## src/rtl/dll_ack_nak_sched.sv

```systemverilog
// Data-link-layer Ack/Nak DLLP scheduler.
// Collects "good TLP" notifications and Nak requests from the RX sequence
// checker, decides when an Ack or Nak DLLP must be sent, requests a DLLP slot
// from the TX arbiter and emits the DLLP body (without CRC16) for one cycle.
//
// Ports:
//   clk               sole clock, rising edge
//   rst               asynchronous active-low reset
//   DL_Down           link down, synchronous flush of all state and outputs
//   schedule_ack      pulse: good TLP accepted, an Ack is owed
//   NAK_SCHEDULED     level: a Nak is required
//   req_seq_num[11:0] sequence number to report, valid with the two above
//   ack_nak_time_out  pulse from the Ack/Nak latency timer
//   dllp_gnt          TX arbiter grant for the DLLP slot
//   dllp_req          DLLP slot request
//   dllp_o[31:0]      DLLP body {type, 8'h00, 4'h0, seq}, zero when not valid
//   dllp_vld          dllp_o valid (one cycle)
//   initiate_ack      pulse in the Ack emit cycle
//   initiate_nak      pulse in the Nak emit cycle
//   nak_outstanding   a Nak was sent and no Ack has been sent since
module dll_ack_nak_sched #(
  parameter logic [7:0]  ACK_TYPE     = 8'h00,
  parameter logic [7:0]  NAK_TYPE     = 8'h10,
  parameter int unsigned ACK_COALESCE = 4
) (
  input  logic        clk,
  input  logic        rst,
  input  logic        DL_Down,
  input  logic        schedule_ack,
  input  logic        NAK_SCHEDULED,
  input  logic [11:0] req_seq_num,
  input  logic        ack_nak_time_out,
  input  logic        dllp_gnt,
  output logic        dllp_req,
  output logic [31:0] dllp_o,
  output logic        dllp_vld,
  output logic        initiate_ack,
  output logic        initiate_nak,
  output logic        nak_outstanding
);

  localparam int unsigned SEQ_W  = 12;
  localparam int unsigned CNT_W  = 4;
  localparam int unsigned DLLP_W = 32;

  localparam logic [CNT_W-1:0] CNT_MAX  = '1;
  localparam logic [CNT_W-1:0] COAL_THR = CNT_W'(ACK_COALESCE);

  // Ack/Nak DLLP body as it leaves this block (CRC appended downstream).
  typedef struct packed {
    logic [7:0]       dllp_type;
    logic [7:0]       rsvd_hi;
    logic [3:0]       rsvd_lo;
    logic [SEQ_W-1:0] seq;
  } dllp_body_t;

  typedef enum logic [1:0] {
    IDLE    = 2'd0,
    REQ_NAK = 2'd1,
    REQ_ACK = 2'd2,
    EMIT    = 2'd3
  } state_t;

  state_t            state;
  state_t            next_state;

  logic [SEQ_W-1:0]  seq_q;
  logic [SEQ_W-1:0]  seq_d;
  logic              ack_pend;
  logic              ack_pend_d;
  logic [CNT_W-1:0]  ack_cnt;
  logic [CNT_W-1:0]  ack_cnt_d;
  logic              nak_out_d;
  logic              emit_nak;
  logic              emit_nak_d;

  logic              dllp_req_d;
  logic              dllp_vld_d;
  logic              initiate_ack_d;
  logic              initiate_nak_d;
  dllp_body_t        body_d;

  logic              nak_cond;
  logic              ack_cond;

  // A new Nak is only worth sending if the previous one has been answered by an Ack.
  assign nak_cond = NAK_SCHEDULED && !nak_outstanding;
  assign ack_cond = ack_pend && (ack_nak_time_out || (ack_cnt >= COAL_THR));

  // State register.
  always_ff @(posedge clk or negedge rst) begin
    if (!rst) begin
      state <= IDLE;
    end else begin
      state <= next_state;
    end
  end

  // Next-state, bookkeeping and next registered output values.
  always_comb begin
    next_state     = state;
    seq_d          = (schedule_ack || NAK_SCHEDULED) ? req_seq_num : seq_q;
    ack_pend_d     = ack_pend || schedule_ack;
    ack_cnt_d      = (schedule_ack && (ack_cnt != CNT_MAX)) ? (ack_cnt + CNT_W'(1)) : ack_cnt;
    nak_out_d      = nak_outstanding;
    emit_nak_d     = emit_nak;
    dllp_req_d     = 1'b0;
    dllp_vld_d     = 1'b0;
    initiate_ack_d = 1'b0;
    initiate_nak_d = 1'b0;
    body_d         = '0;

    case (state)
      IDLE: begin
        if (nak_cond) begin
          next_state = REQ_NAK;
          // The Nak supersedes an Ack that became due in the same cycle.
          if (ack_cond) begin
            ack_pend_d = 1'b0;
            ack_cnt_d  = '0;
          end
        end else if (ack_cond) begin
          next_state = REQ_ACK;
        end
      end
      REQ_NAK: begin
        if (dllp_gnt) begin
          next_state = EMIT;
          emit_nak_d = 1'b1;
        end
      end
      REQ_ACK: begin
        if (dllp_gnt) begin
          next_state = EMIT;
          emit_nak_d = 1'b0;
        end else if (nak_cond) begin
          next_state = REQ_NAK;
        end
      end
      EMIT: begin
        next_state = IDLE;
        if (emit_nak) begin
          nak_out_d = 1'b1;
        end else begin
          // An ack request landing in the emit cycle is not covered by this DLLP.
          nak_out_d  = 1'b0;
          ack_pend_d = schedule_ack;
          ack_cnt_d  = schedule_ack ? CNT_W'(1) : '0;
        end
      end
      default: begin
        next_state = IDLE;
      end
    endcase

    if (DL_Down) begin
      next_state = IDLE;
      seq_d      = '0;
      ack_pend_d = 1'b0;
      ack_cnt_d  = '0;
      nak_out_d  = 1'b0;
      emit_nak_d = 1'b0;
    end

    dllp_req_d = (next_state == REQ_NAK) || (next_state == REQ_ACK);
    dllp_vld_d = (next_state == EMIT);
    if (dllp_vld_d) begin
      // seq_d so a number arriving in the grant cycle is still reported.
      body_d.dllp_type = emit_nak_d ? NAK_TYPE : ACK_TYPE;
      body_d.seq       = seq_d;
      initiate_nak_d   = emit_nak_d;
      initiate_ack_d   = !emit_nak_d;
    end
  end

  // Datapath registers and registered outputs.
  always_ff @(posedge clk or negedge rst) begin
    if (!rst) begin
      seq_q           <= '0;
      ack_pend        <= 1'b0;
      ack_cnt         <= '0;
      nak_outstanding <= 1'b0;
      emit_nak        <= 1'b0;
      dllp_req        <= 1'b0;
      dllp_vld        <= 1'b0;
      dllp_o          <= '0;
      initiate_ack    <= 1'b0;
      initiate_nak    <= 1'b0;
    end else begin
      seq_q           <= seq_d;
      ack_pend        <= ack_pend_d;
      ack_cnt         <= ack_cnt_d;
      nak_outstanding <= nak_out_d;
      emit_nak        <= emit_nak_d;
      dllp_req        <= dllp_req_d;
      dllp_vld        <= dllp_vld_d;
      dllp_o          <= DLLP_W'(body_d);
      initiate_ack    <= initiate_ack_d;
      initiate_nak    <= initiate_nak_d;
    end
  end

endmodule
```

## config.mk

```make
export PLATFORM = sky130hd
export DESIGN_NAME = dll_ack_nak_sched
export DESIGN_NICKNAME = d
export VERILOG_FILES = /design/src/rtl/dll_ack_nak_sched.sv
export SDC_FILE = /design/constraint.sdc
export NUM_CORES = 1
export LEC_CHECK = 0
export CORE_ASPECT_RATIO = 0.7
export CORE_UTILIZATION = 46
export CTS_BUF_LIST = sky130_fd_sc_hd__clkbuf_2 sky130_fd_sc_hd__clkbuf_4 sky130_fd_sc_hd__clkbuf_8
export CTS_CLUSTER_DIAMETER = 150
export DETAILED_ROUTE_END_ITERATION = 10
export GPL_TIMING_DRIVEN = 0
export PLACE_DENSITY = 0.8
export RECOVER_POWER = 100
export SYNTH_ARGS = -nofsm -noshare
export SYNTH_HDL_FRONTEND = slang
export SYNTH_SLANG_ARGS = --single-unit
```

## constraint.sdc

```tcl
create_clock -name clk -period 2.9 [get_ports clk]
set_input_delay 0.58 -clock clk [delete_from_list [all_inputs] [get_ports clk]]
set_output_delay 0.58 -clock clk [all_outputs]
set_load 0.05 [all_outputs]
```

Yosys cells after proc, flatten, opt, wreduce, memory -nomap -nowiden
Index checks and enable logic that the tools add are counted.

word-level totals
  bits in registers = 45
  input bits = 19
  output and inout bits = 37
  word-level logic and storage cells = 64

cells by class
  add/subtract/negate cells = 1
  magnitude comparators = 1
  equal/unequal tests = 7
  mux-type cells = 33
  reductions and logical operators = 11

operators with widths
  operator               count
  $mux W12               3
  $mux W4                5
  $mux W1                13
  $mux W2                6
  $mux W5                2
  $eq A2 B2 Y1 const B   4
  $pmux W2 S4            1
  $pmux W4 S2            1
  $add A4 B1 Y4 const B  1
  $eq A2 B1 Y1 const B   2
  $ge A4 B3 Y1 const B   1
  $logic_or A1 B1 Y1     4
  $ne A4 B4 Y1 const B   1
  $pmux W1 S2            2
  $logic_and A1 B1 Y1    3
  $logic_not A1 Y1       2
  $logic_not A2 Y1       1
  $reduce_bool A2 Y1     1

Logic depth before layout (Yosys ltp)
  depth after elaboration = 9
  gate-level depth with buffers = 10
  depth with buffers taken out = 9

Worst setup path after synthesis
OpenSTA, ideal clock, no wires.

  path kind = register to register
  start = register nak_outstanding
  end = register dllp_o[10]
  setup time = 0.074 ns
  data arrival time = 2.093 ns
  data required time = 2.826 ns
  slack = 0.733 ns
  cell stages (with the launch flop) = 9
  path buffers = 1
  period minus slack after synthesis = 2.167 ns
  path through = dfrtp_1 nand2b_4 o22a_1 nor2_1 a2111oi_0 ha_1 nand2b_1 clkbuf_1 nor2_1

RTL lines
  item                    RTL line  text
  start, declared         39        output logic nak_outstanding
  start signal, assigned  193       nak_outstanding <= nak_out_d;
  end signal, assigned    197       dllp_o <= DLLP_W'(body_d);
  end, declared           35        output logic [31:0] dllp_o,

==> summary by stage <==
Outcome
The run finished, with violations left. The final reports fail on capacitance limit, slew limit.

Cells and area
The area growth from synthesis to layout is 32.19%. Once layout is complete, the utilization of the core stands at roughly 64%. The library cells used most frequently in the layout, excluding fill and tap cells, are 37 x sky130_fd_sc_hd__dfrtp_1, 32 x sky130_fd_sc_hd__nor2_1, 20 x sky130_fd_sc_hd__buf_4. In the final design database the tool counted 247 nets. Leaving out fill and tap cells, the most frequent cell in the layout is sky130_fd_sc_hd__dfrtp_1. After the flow finishes, the layout carries non-filler instances totaling 273. With fillers left out, the area of the finished cells amounts to 0.002307 sq mm. Cells with a size suffix above 1 make up between 10% and 20% of the layout. The count of inserted antenna diode cells is 0. The filler cell count in the final layout is 304.

Clock tree
The clock net in this run drives a total of 37 sinks. The number of buffers on the longest clock path is 2. The number of buffers created by CTS is 5. In this run, post-CTS repair resized a total of 0 instances. The clock tree from TritonCTS is done. The root buffer cell is sky130_fd_sc_hd__clkbuf_8. The number of levels in the clock H-tree is 2. Clock latency on the worst-skew pair, taken at its later pin, is 280 ps.

The post-CTS setup-driven buffer insertion count is 0. After clock tree synthesis, the clock-pin slew on the worst setup and hold paths is 70 ps. Buffers inserted to repair hold after CTS numbered 0.

Setup path
The dominant cell type by count on the critical path is sky130_fd_sc_hd__nor2_1. STA puts the critical path data required time at 3110 ps. The largest single stage delay on the critical path is 590 ps. Traced cell by cell, the critical path runs through clkdlybuf4s50_1 > nand2b_4 > o22a_1 > nor2_1 > a2111oi_0 > ha_1 > nand2b_1 > clkbuf_1 > nor2_1. The slowest stage cell on the critical path is sky130_fd_sc_hd__a2111oi_0. STA classifies the critical path startpoint as an input port. Along the worst path, the maximum fanout reaches 10. The critical path is of the input port to register type. The endpoint class of the critical path is a register.

STA puts the critical path data arrival time at 2760 ps.

Pwr
The total power density per cell area is 620.8 mW/mm^2. Summing internal, switching and leakage power gives 1.432 mW. In this run the static leakage power is 1.191 nW. The worst ir drop on vdd is 0.4168 mV.

Synth
During synthesis, Yosys emitted a total of 0 warnings. The mean instance size in the synthesized netlist is 10.77 sq um. The dominant synthesized flop cell is sky130_fd_sc_hd__dfrtp_1. The number of distinct library cells after synthesis is 37.

Yosys mapped a number of flops with a built-in enable equal to 0. Sequential cells were found to cover 53.05% of the synthesized design area. For this run, asynchronously set or reset flops after synthesis account for 100.0%. In the synthesized netlist, the number of instances is 162. Counting flops and latches in the post-synthesis netlist gives 37. The area of the mapped netlist is around 0.0017 sq mm.

Route
Once detail routing completed, the nets flagged for antenna violations numbered 0. After detailed routing, the total wire length is 3169 um. The via count is 1236. Dividing the detail-routed via count by the number of cells gives 4.527. The number of design-rule violations left by the first detailed-router iteration is 42. The average wire per cell in the routed design is 11.61 um.

The remaining design rule violation count is 0. The number of iterations in the first detailed-routing pass is 4.

Floorplanning
For this design the top-level I/O count stands at 56. Measured along the y axis, the die boundary spans 53.54 um. The standard cell core area is 0.003581 sq mm. The floorplan has 18 rows. The die covers 0.004049 sq mm.

The x dimension of the die is 75.63 um. The initial cell density of the core is 48.74%.

Timing
The clock arrives with around 2.1 ps of skew. Setup slack on the critical path of the routed design comes to roughly 350 ps. Timing would allow up to 392.4 MHz. The count of final max-slew check failures is 38.

The setup TNS is 0 ps. The final hold violation count came to 0. The final critical-path required period is around 2500 ps.

In this run the tightest slew margin relative to its limit is -26.50%. For the pin with the worst max-slew slack, the measured transition is 1898 ps. Setup repair after global routing left no endpoint under its margin.

The ratio of final minimum period to clock period is between 80 and 90%. The number of endpoints failing setup at the final stage is 0. Hold timing on the final database bottoms out at a slack of around 520 ps.

Global routing
The maximum number of pins on one net before global-route repair is 38. The number of global-route vias before repair is 1131. The overall global routing resource usage is 17.95%. The first-pass GRT wire length is 5154 um.

The remaining global-route overflow is 0. The initial antenna violation count is 0.

Placed design
Timing analysis after detailed placement gives a worst setup slack of 6.396 ps. In this run the tool buffered the top-level ports with 35 buffer cells. At the end of routability-driven placement, the weighted congestion stood at 0.7429. The instance area at placement is 0.002221 sq mm.

The number of placed instances, taps included, is about 270. After legalization and detailed placement, the total HPWL measured 2342 um.

Flow run
The reported max-cap violation count is 1.

Worst hold path
The min-delay analysis places its worst path in the category register to register.
-- power breakdown --
part | switching, mW | internal, mW
clock network | 0.173 | 0.215
logic | 0.275 | 0.174
registers | 0.0326 | 0.563
total | 0.481 | 0.952
-- cells by family after synthesis --
group | synth area share [%]
compound gates | 8.101
fa+ha+maj | 4.301
mux | 7.455
flops | 53.05
other cells | 0.2148
simple gates | 15.20
buf+inv | 11.68
-- path summary, 6_finish.rpt --
| check | from | to | slack, ps | depth (start not counted) |
|---|---|---|---|---|
| max reg2reg | state[1] | dllp_o[8] | 450 | 10 |
| min reg2reg | seq_q[7] | seq_q[7] | 520 | 2 |
| max in group asynchronous | rst | seq_q[2] | 1000 | 1 |
| max | NAK_SCHEDULED | dllp_o[8] | 350 | 9 |
| min | seq_q[7] | seq_q[7] | 520 | 2 |
| min in group asynchronous | rst | ack_cnt[2] | 820 | 1 |
-- synthesized netlist by cell type (3+ instances only) --
master / n / area, sq um
sky130_fd_sc_hd__a21oi_1: 4 / 20.02
sky130_fd_sc_hd__buf_4: 20 / 150.1
sky130_fd_sc_hd__dfrtp_1: 37 / 925.9
sky130_fd_sc_hd__ha_1: 6 / 75.07
sky130_fd_sc_hd__inv_1: 4 / 15.01
sky130_fd_sc_hd__mux2i_1: 13 / 130.1
sky130_fd_sc_hd__nand2_1: 5 / 18.77
sky130_fd_sc_hd__nand3_1: 3 / 15.01
sky130_fd_sc_hd__nor2_1: 32 / 120.1
sky130_fd_sc_hd__nor3_1: 3 / 15.01
sky130_fd_sc_hd__o21ai_0: 5 / 25.02
-- critical path, delay by kind of cell --
family,cells,cell delay [ps]
adders and majority gates,1,320
AOI/OAI and AO/OA,2,720
buffers and inverters,2,720
and+or+nand+nor,4,410
-- per-layer routing --
metal  up-vias  wire (um)  track usage (%)
li1        622          -                -
met1       572       1546            24.67
met2        40       1390            26.49
met3         2        215            6.554
met4         0         17            5.864
met5         -          0                0
-- sequential cells by signal (all words and copies together) (netlist names) --
name,count
dllp_o,13
seq_q,12
ack_cnt,4
state,2
ack_pend,1
dllp_req,1
dllp_vld,1
emit_nak,1
initiate_ack,1
nak_outstanding,1
-- final cells by class --
cell class | instances | area (sq um) | area share, %
flip-flops and latches | 37 | 925.9 | 40.13
multi-input cells | 113 | 676.9 | 29.34
repair buffers | 35 | 344.1 | 14.91
plain buffers | 26 | 181.4 | 7.863
clock buffers | 7 | 96.34 | 4.176
well taps | 50 | 62.56 | 2.712
inverters | 4 | 15.01 | 0.6508
clock inverters | 1 | 5.005 | 0.2169
(Power assumes the default switching activity.)
